--- src/rtl/uart_pkg.sv ---
// Shared constants and types for the UART receive-side CPU controller.
package uart_pkg;

  localparam logic [1:0] RX_DATA   = 2'd0;
  localparam logic [1:0] RX_STATUS = 2'd1;
  localparam logic [1:0] RX_BAUD   = 2'd2;
  localparam logic [1:0] RX_LEVEL  = 2'd3;

  localparam int unsigned ST_NOT_EMPTY = 0;
  localparam int unsigned ST_FULL      = 1;
  localparam int unsigned ST_OVERRUN   = 2;
  localparam int unsigned ST_IRQ_EN    = 3;

  localparam logic [2:0] BAUD_4800    = 3'b000;
  localparam logic [2:0] BAUD_9600    = 3'b001;
  localparam logic [2:0] BAUD_19200   = 3'b010;
  localparam logic [2:0] BAUD_38400   = 3'b011;
  localparam logic [2:0] BAUD_57600   = 3'b100;
  localparam logic [2:0] BAUD_115200  = 3'b101;
  localparam logic [2:0] BAUD_DEFAULT = BAUD_115200;

  typedef enum logic [1:0] {
    S_WAIT = 2'd0,
    S_ACK  = 2'd1,
    S_HOLD = 2'd2
  } rx_state_e;

endpackage

--- src/rtl/uart_rx_fifo.sv ---
// Synchronous FIFO for received bytes; callers only assert push/pop when legal.
module uart_rx_fifo
  import uart_pkg::*;
#(
  parameter int unsigned DEPTH = 16,
  parameter int unsigned WIDTH = 8
) (
  input  logic                       clk,
  input  logic                       rst_n,
  input  logic                       push,
  input  logic                       pop,
  input  logic [WIDTH-1:0]           din,
  output logic [WIDTH-1:0]           dout,
  output logic                       full,
  output logic                       empty,
  output logic [$clog2(DEPTH):0]     level
);
  localparam int unsigned AW = $clog2(DEPTH);
  localparam int unsigned LW = AW + 1;

  logic [WIDTH-1:0] mem [DEPTH];
  logic [AW-1:0]    wr_ptr, rd_ptr;
  logic [LW-1:0]    count;

  always_ff @(posedge clk) begin
    if (push) mem[wr_ptr] <= din;
  end

  // Pointers wrap naturally because DEPTH is a power of two.
  always_ff @(posedge clk or negedge rst_n) begin
    if (!rst_n) begin
      wr_ptr <= '0;
      rd_ptr <= '0;
      count  <= '0;
    end else begin
      if (push) wr_ptr <= wr_ptr + AW'(1);
      if (pop)  rd_ptr <= rd_ptr + AW'(1);
      if (push && !pop)      count <= count + LW'(1);
      else if (pop && !push) count <= count - LW'(1);
    end
  end

  assign dout  = mem[rd_ptr];
  assign full  = (count == LW'(DEPTH));
  assign empty = (count == '0);
  assign level = count;

endmodule

--- src/rtl/uart_rx_ctrl.sv ---
// CPU-side controller for the UART receiver: byte handshake, RX FIFO and 6502 register block.
// Define UART_RX_CTRL_IRQ_EN to enable the irq_en status bit and the irq output.
module uart_rx_ctrl
  import uart_pkg::*;
#(
  parameter int unsigned CLK_FRE    = 50,
  parameter int unsigned FIFO_DEPTH = 16
) (
  input  logic       clk,
  input  logic       rst_n,
  input  logic [7:0] rx_data,
  input  logic       rx_data_valid,
  output logic       rx_data_ready,
  output logic [2:0] baudrate,
  input  logic       cs,
  input  logic       we,
  input  logic [1:0] addr,
  input  logic [7:0] wdata,
  output logic [7:0] rdata,
  output logic       irq
);
  localparam int unsigned LW = $clog2(FIFO_DEPTH) + 1;

  rx_state_e     state, state_nxt;
  logic          ready_nxt;
  logic          rd_acc, wr_acc, push, pop;
  logic          full, empty, overrun, irq_en;
  logic [7:0]    dout, status, level_rd, rdata_nxt;
  logic [LW-1:0] level;
  logic          unused_bits;

  assign unused_bits = ^{wdata[7:3], 32'(CLK_FRE)};

  always_ff @(posedge clk or negedge rst_n) begin
    if (!rst_n) begin
      state         <= S_WAIT;
      rx_data_ready <= 1'b0;
    end else begin
      state         <= state_nxt;
      rx_data_ready <= ready_nxt;
    end
  end

  // One ready pulse per byte; S_HOLD waits for the receiver to drop valid.
  always_comb begin
    state_nxt = state;
    ready_nxt = 1'b0;
    unique case (state)
      S_WAIT: if (rx_data_valid) begin
        state_nxt = S_ACK;
        ready_nxt = 1'b1;
      end
      S_ACK:  state_nxt = S_HOLD;
      S_HOLD: if (!rx_data_valid) state_nxt = S_WAIT;
      default: state_nxt = S_WAIT;
    endcase
  end

  assign rd_acc = cs && !we;
  assign wr_acc = cs && we;
  assign pop    = rd_acc && (addr == RX_DATA) && !empty;
  assign push   = ready_nxt && (!full || pop);

  uart_rx_fifo #(
    .DEPTH (FIFO_DEPTH),
    .WIDTH (8)
  ) u_fifo (
    .clk   (clk),
    .rst_n (rst_n),
    .push  (push),
    .pop   (pop),
    .din   (rx_data),
    .dout  (dout),
    .full  (full),
    .empty (empty),
    .level (level)
  );

  always_comb begin
    status                = 8'h00;
    status[ST_NOT_EMPTY]  = !empty;
    status[ST_FULL]       = full;
    status[ST_OVERRUN]    = overrun;
    status[ST_IRQ_EN]     = irq_en;
  end

  // A full 256-deep FIFO saturates to 0xFF; status bit1 disambiguates.
  assign level_rd = (32'(level) > 32'd255) ? 8'hFF : 8'(level);

  always_comb begin
    rdata_nxt = 8'h00;
    case (addr)
      RX_DATA:   rdata_nxt = empty ? 8'h00 : dout;
      RX_STATUS: rdata_nxt = status;
      RX_BAUD:   rdata_nxt = {5'b00000, baudrate};
      RX_LEVEL:  rdata_nxt = level_rd;
    endcase
  end

  always_ff @(posedge clk or negedge rst_n) begin
    if (!rst_n) begin
      rdata    <= 8'h00;
      baudrate <= BAUD_DEFAULT;
      overrun  <= 1'b0;
    end else begin
      if (rd_acc) rdata <= rdata_nxt;
      if (wr_acc && addr == RX_BAUD) baudrate <= wdata[2:0];
      // A new overrun wins over a same-cycle software clear.
      overrun <= (ready_nxt && full && !pop) ||
                 (overrun && !(wr_acc && addr == RX_STATUS && wdata[2]));
    end
  end

`ifdef UART_RX_CTRL_IRQ_EN
  always_ff @(posedge clk or negedge rst_n) begin
    if (!rst_n) begin
      irq_en <= 1'b0;
      irq    <= 1'b0;
    end else begin
      if (wr_acc && addr == RX_STATUS) irq_en <= wdata[3];
      irq <= irq_en && (!empty || overrun);
    end
  end
`else
  assign irq_en = 1'b0;
  assign irq    = 1'b0;
`endif

endmodule

--- config.mk ---
export PLATFORM = sky130hd
export DESIGN_NAME = uart_rx_ctrl
export DESIGN_NICKNAME = d
export VERILOG_FILES = /design/src/rtl/uart_pkg.sv /design/src/rtl/uart_rx_fifo.sv /design/src/rtl/uart_rx_ctrl.sv
export SDC_FILE = /design/constraint.sdc
export NUM_CORES = 1
export LEC_CHECK = 0
export ABC_AREA = 1
export BUFFER_PORTS_ARGS = -buffer_cell sky130_fd_sc_hd__buf_2
export CAP_MARGIN = 20
export CORE_MARGIN = 3
export CORE_UTILIZATION = 45
export CTS_CLUSTER_SIZE = 8
export DETAILED_ROUTE_END_ITERATION = 8
export PLACE_DENSITY = 0.69
export REMOVE_ABC_BUFFERS = 1
export SLEW_MARGIN = 5
export SYNTH_ARGS = -nofsm -noshare
export SYNTH_HDL_FRONTEND = slang
export SYNTH_SLANG_ARGS = --single-unit
--- constraint.sdc ---
create_clock -name clk -period 4.4 [get_ports clk]
set_input_delay 0.44 -clock clk [delete_from_list [all_inputs] [get_ports clk]]
set_output_delay 0.44 -clock clk [all_outputs]
set_load 0.01 [all_outputs]
==> flow_metrics.env <==
export IMPL_status="completed"
export IMPL_synth_top_area_cell="edfxtp_1"
export IMPL_p_sw_share_pct=34.9
export IMPL_core_area_mm2=0.0146
export IMPL_synth_edf_count=128
export IMPL_die_h_um=128
export IMPL_p_leak_nw=3.04
export IMPL_drtIter0Drc=337
export IMPL_nFillCells=1188
export IMPL_htreeDepth=4
export IMPL_synth_ff_latch_count=156
export IMPL_setup_slack_ps=1690
export IMPL_cp_top_family="simple AND/OR/NAND/NOR gates"
export IMPL_io_pins=36
export IMPL_fin_cells=842
export IMPL_initial_utilization_pct=46.3
export IMPL_nNetsFinal=678
export IMPL_vias_per_cell=5.22
export IMPL_pwr_share_comb_pct=28.6
export IMPL_pre_cts_ws_ps=1700
export IMPL_path_buf_inv=3
export IMPL_vdd_drop_max_mv=0.349
export IMPL_hold_ws_ps=35.9
export IMPL_period_needed_ps=2710
export IMPL_grt_pass1_wl_um=22400
export IMPL_via_count=4395
export IMPL_dp_cells=810
export IMPL_power_density_mw_per_mm2=639
export IMPL_slew_violations=0
export IMPL_numCtsBuffers=17
export IMPL_die_w_um=128
export IMPL_clock_sinks=156
export IMPL_cp_slowest_cell="dfrtp_1"
export IMPL_hold_viol_final=0
export IMPL_clock_latency_ps=420
export IMPL_yosys_top_cells_area="edfxtp_1 (57%), dfrtp_1 (9.6%), nand2_1 (6.0%), nor2_1 (4.5%), nand3_1 (4.3%)"
export IMPL_regToRegEndpoint="u_fifo.level[4]$_DFFE_PN0P_"
export IMPL_clock_path_buffers=2
export IMPL_final_setup_tns_ps=0
export IMPL_worstPathRequired_ps=4730
export IMPL_port_buffers=29
export IMPL_r2r_cells=17
export IMPL_rows=44
export IMPL_min_path_type="input port to asynchronous set/reset pin"
export IMPL_drt_pass1_iter_count=6
export IMPL_path_cells="nor2_1, nand4_1, nand2_1, inv_2, nand2_4, nand2_2, nand2_2, inv_4, ha_1, inv_1, fa_1, nand2_1, nand2_1, a21oi_1, xor2_1, nand2_1, o21ai_0"
export IMPL_mostFrequentLayoutCell="edfxtp_1"
export IMPL_drv_cap=0
export IMPL_clkPwrFrac_pct=31.2
export IMPL_grt_overflow=0
export IMPL_synth_cell_type_count=31
export IMPL_critical_path_class="flip-flop to flip-flop"
export IMPL_critPathCaptureType="flip-flop"
export IMPL_arrival_ps=3040
export IMPL_r2r_slack_ps=1690
export IMPL_syn_area_mm2=0.00675
export IMPL_root_buffer="clkbuf_16"
export IMPL_finalCritPeriodShare_pct=61.5
export IMPL_rsz0062_at_grt="no"
export IMPL_final_antenna_net_count=0
export IMPL_cts_tree="yes"
export IMPL_worst_pin_slew_ps=992
export IMPL_clk_pin_slew_ps=60
export IMPL_wire_per_inst_um=16.7
export IMPL_grt_max_degree=59
export IMPL_first_global_vias=4335
export IMPL_routed_wl_um=14100
export IMPL_worstSetupStartpointType="flip-flop"
export IMPL_drive_gt1_share_pct=11.6
export IMPL_drc_errors=0
export IMPL_r2r_start="u_fifo.level[0]$_DFFE_PN0P_"
export IMPL_p_switching_mw=1.70
export IMPL_cellInternalPower_mw=3.17
export IMPL_fmax_ghz=0.369
export IMPL_post_cts_buffers=0
export IMPL_yosysTopAreaCellShare_pct=57.0
export IMPL_setup_violations=0
export IMPL_cts_hold_fix_buffers=0
export IMPL_dieArea_mm2=0.0165
export IMPL_p_total_mw=4.87
export IMPL_seq_area_frac_synth_pct=67.4
export IMPL_antenna_found_initial=0
export IMPL_dp_hpwl_um=8710
export IMPL_cp_slowest_stage_delay_ps=460
export IMPL_mostFrequentLayoutCells="edfxtp_1 (128), nand2_1 (107), nor2_1 (81)"
export IMPL_slew_headroom_pct=33.8
export IMPL_grt_use_total_pct=17.8
export IMPL_syn_to_final_growth_pct=12.9
export IMPL_ys_warn_count=0
export IMPL_place_gp_congestion=0.806
export IMPL_antenna_cells=0
export IMPL_syn_inst=619
export IMPL_avgSynthCellArea_um2=10.9
export IMPL_crit_fanout=9
export IMPL_p_seq_share_pct=40.2
export IMPL_crit_path_frequent_cell="nand2_1"
export IMPL_post_cts_resized=0
export IMPL_synthArstFlopShare_pct=17.9
export IMPL_synthFlopType="edfxtp_1"
export IMPL_skew_ps=12.6
synth_stat cells (all sizes together), types with 2 or more instances:
cell type and n:
xnor2 2, o211ai 15, nor3 2, dfrtp 26
xor2 7, ha 9, dfstp 2, edfxtp 128
o21ai 52, buf 20, a211oi 3, clkinv 2
inv 69, clkbuf 5, o22ai 2, nand3 58
nor2 82, nand2 114, a21oi 18
cell families (layout without fill, tap and decap cells):
family                     count (synthesis)  count (layout)  synth area share [%]
and+or+nand+nor                          257             257                  15.9
buffers and inverters                     96             135                  6.17
xor gates and xnor gates                   9               9                  1.17
adders and majority gates                 10              10                  1.97
other                                      1               1                0.0556
AOI/OAI and AO/OA                         90              90                  7.38
DFF                                      156             156                  67.4
flip-flops by register name, summed over array words and instances (netlist names):
signal,cells
baudrate,3
overrun,1
rdata,8
rx_data_ready,1
state,2
u_fifo.level,5
u_fifo.mem,128
u_fifo.rd_ptr,4
u_fifo.wr_ptr,4
per-stage QoR:
| step | area (µm²) | util [%] |
|---|---|---|
| 2_1_floorplan | 6600 | - |
| 3_3_place_gp | 7000 | 48.0 |
| 3_5_place_dp | 7000 | 48.0 |
| 4_1_cts | 7620 | 52.2 |
| 5_1_grt | 7620 | 52.2 |
| 6_report | 7620 | 52.2 |
per-layer routing:
metal	wire length [µm]	up-vias	track usage [%]	share of wire [%]
met3	597	22	4.48	4.2
met1	6130	2114	22.5	44
met4	232	0	6.18	1.6
li1	-	2142	-	-
met2	7130	117	29.8	51
met5	0	-	0	0
power groups by stage:
| stage | clock network (mW) | registers [mW] | logic [mW] |
|---|---|---|---|
| global placement | 0 | 1.98 | 1.33 |
| detailed placement | 0 | 1.99 | 1.38 |
| global route | 1.60 | 1.98 | 1.58 |
| floorplan | 0 | 1.99 | 0.878 |
| CTS | 1.54 | 1.96 | 1.40 |
| finish | 1.52 | 1.96 | 1.39 |
worst max-delay path by stage:
stage	from	depth (start not counted)	to	slack (ps)
floorplan	u_fifo.rd_ptr[0]$_DFFE_PN0N_	9	rdata[5]$_DFFE_PN0P_	1680
global placement	u_fifo.level[0]$_DFFE_PN0P_	18	u_fifo.level[3]$_DFFE_PN0P_	1830
detailed placement	addr[0]	17	u_fifo.level[4]$_DFFE_PN0P_	1700
CTS	u_fifo.level[0]$_DFFE_PN0P_	17	u_fifo.level[4]$_DFFE_PN0P_	1680
global route	u_fifo.level[0]$_DFFE_PN0P_	17	u_fifo.level[4]$_DFFE_PN0P_	1410
finish	u_fifo.level[0]$_DFFE_PN0P_	17	u_fifo.level[4]$_DFFE_PN0P_	1690
area by class of cell:
| class | count | area, µm² | area share [%] |
|---|---|---|---|
| Sequential cell | 156 | 4550 | 59.7 |
| Inverter | 71 | 269 | 3.53 |
| Multi-Input combinational cell | 367 | 1790 | 23.4 |
| Tap cell | 184 | 230 | 3.02 |
| Timing Repair Buffer | 32 | 168 | 2.20 |
| Clock inverter | 15 | 196 | 2.58 |
| Clock buffer | 17 | 425 | 5.58 |
Power figures use the tool's default switching activity.
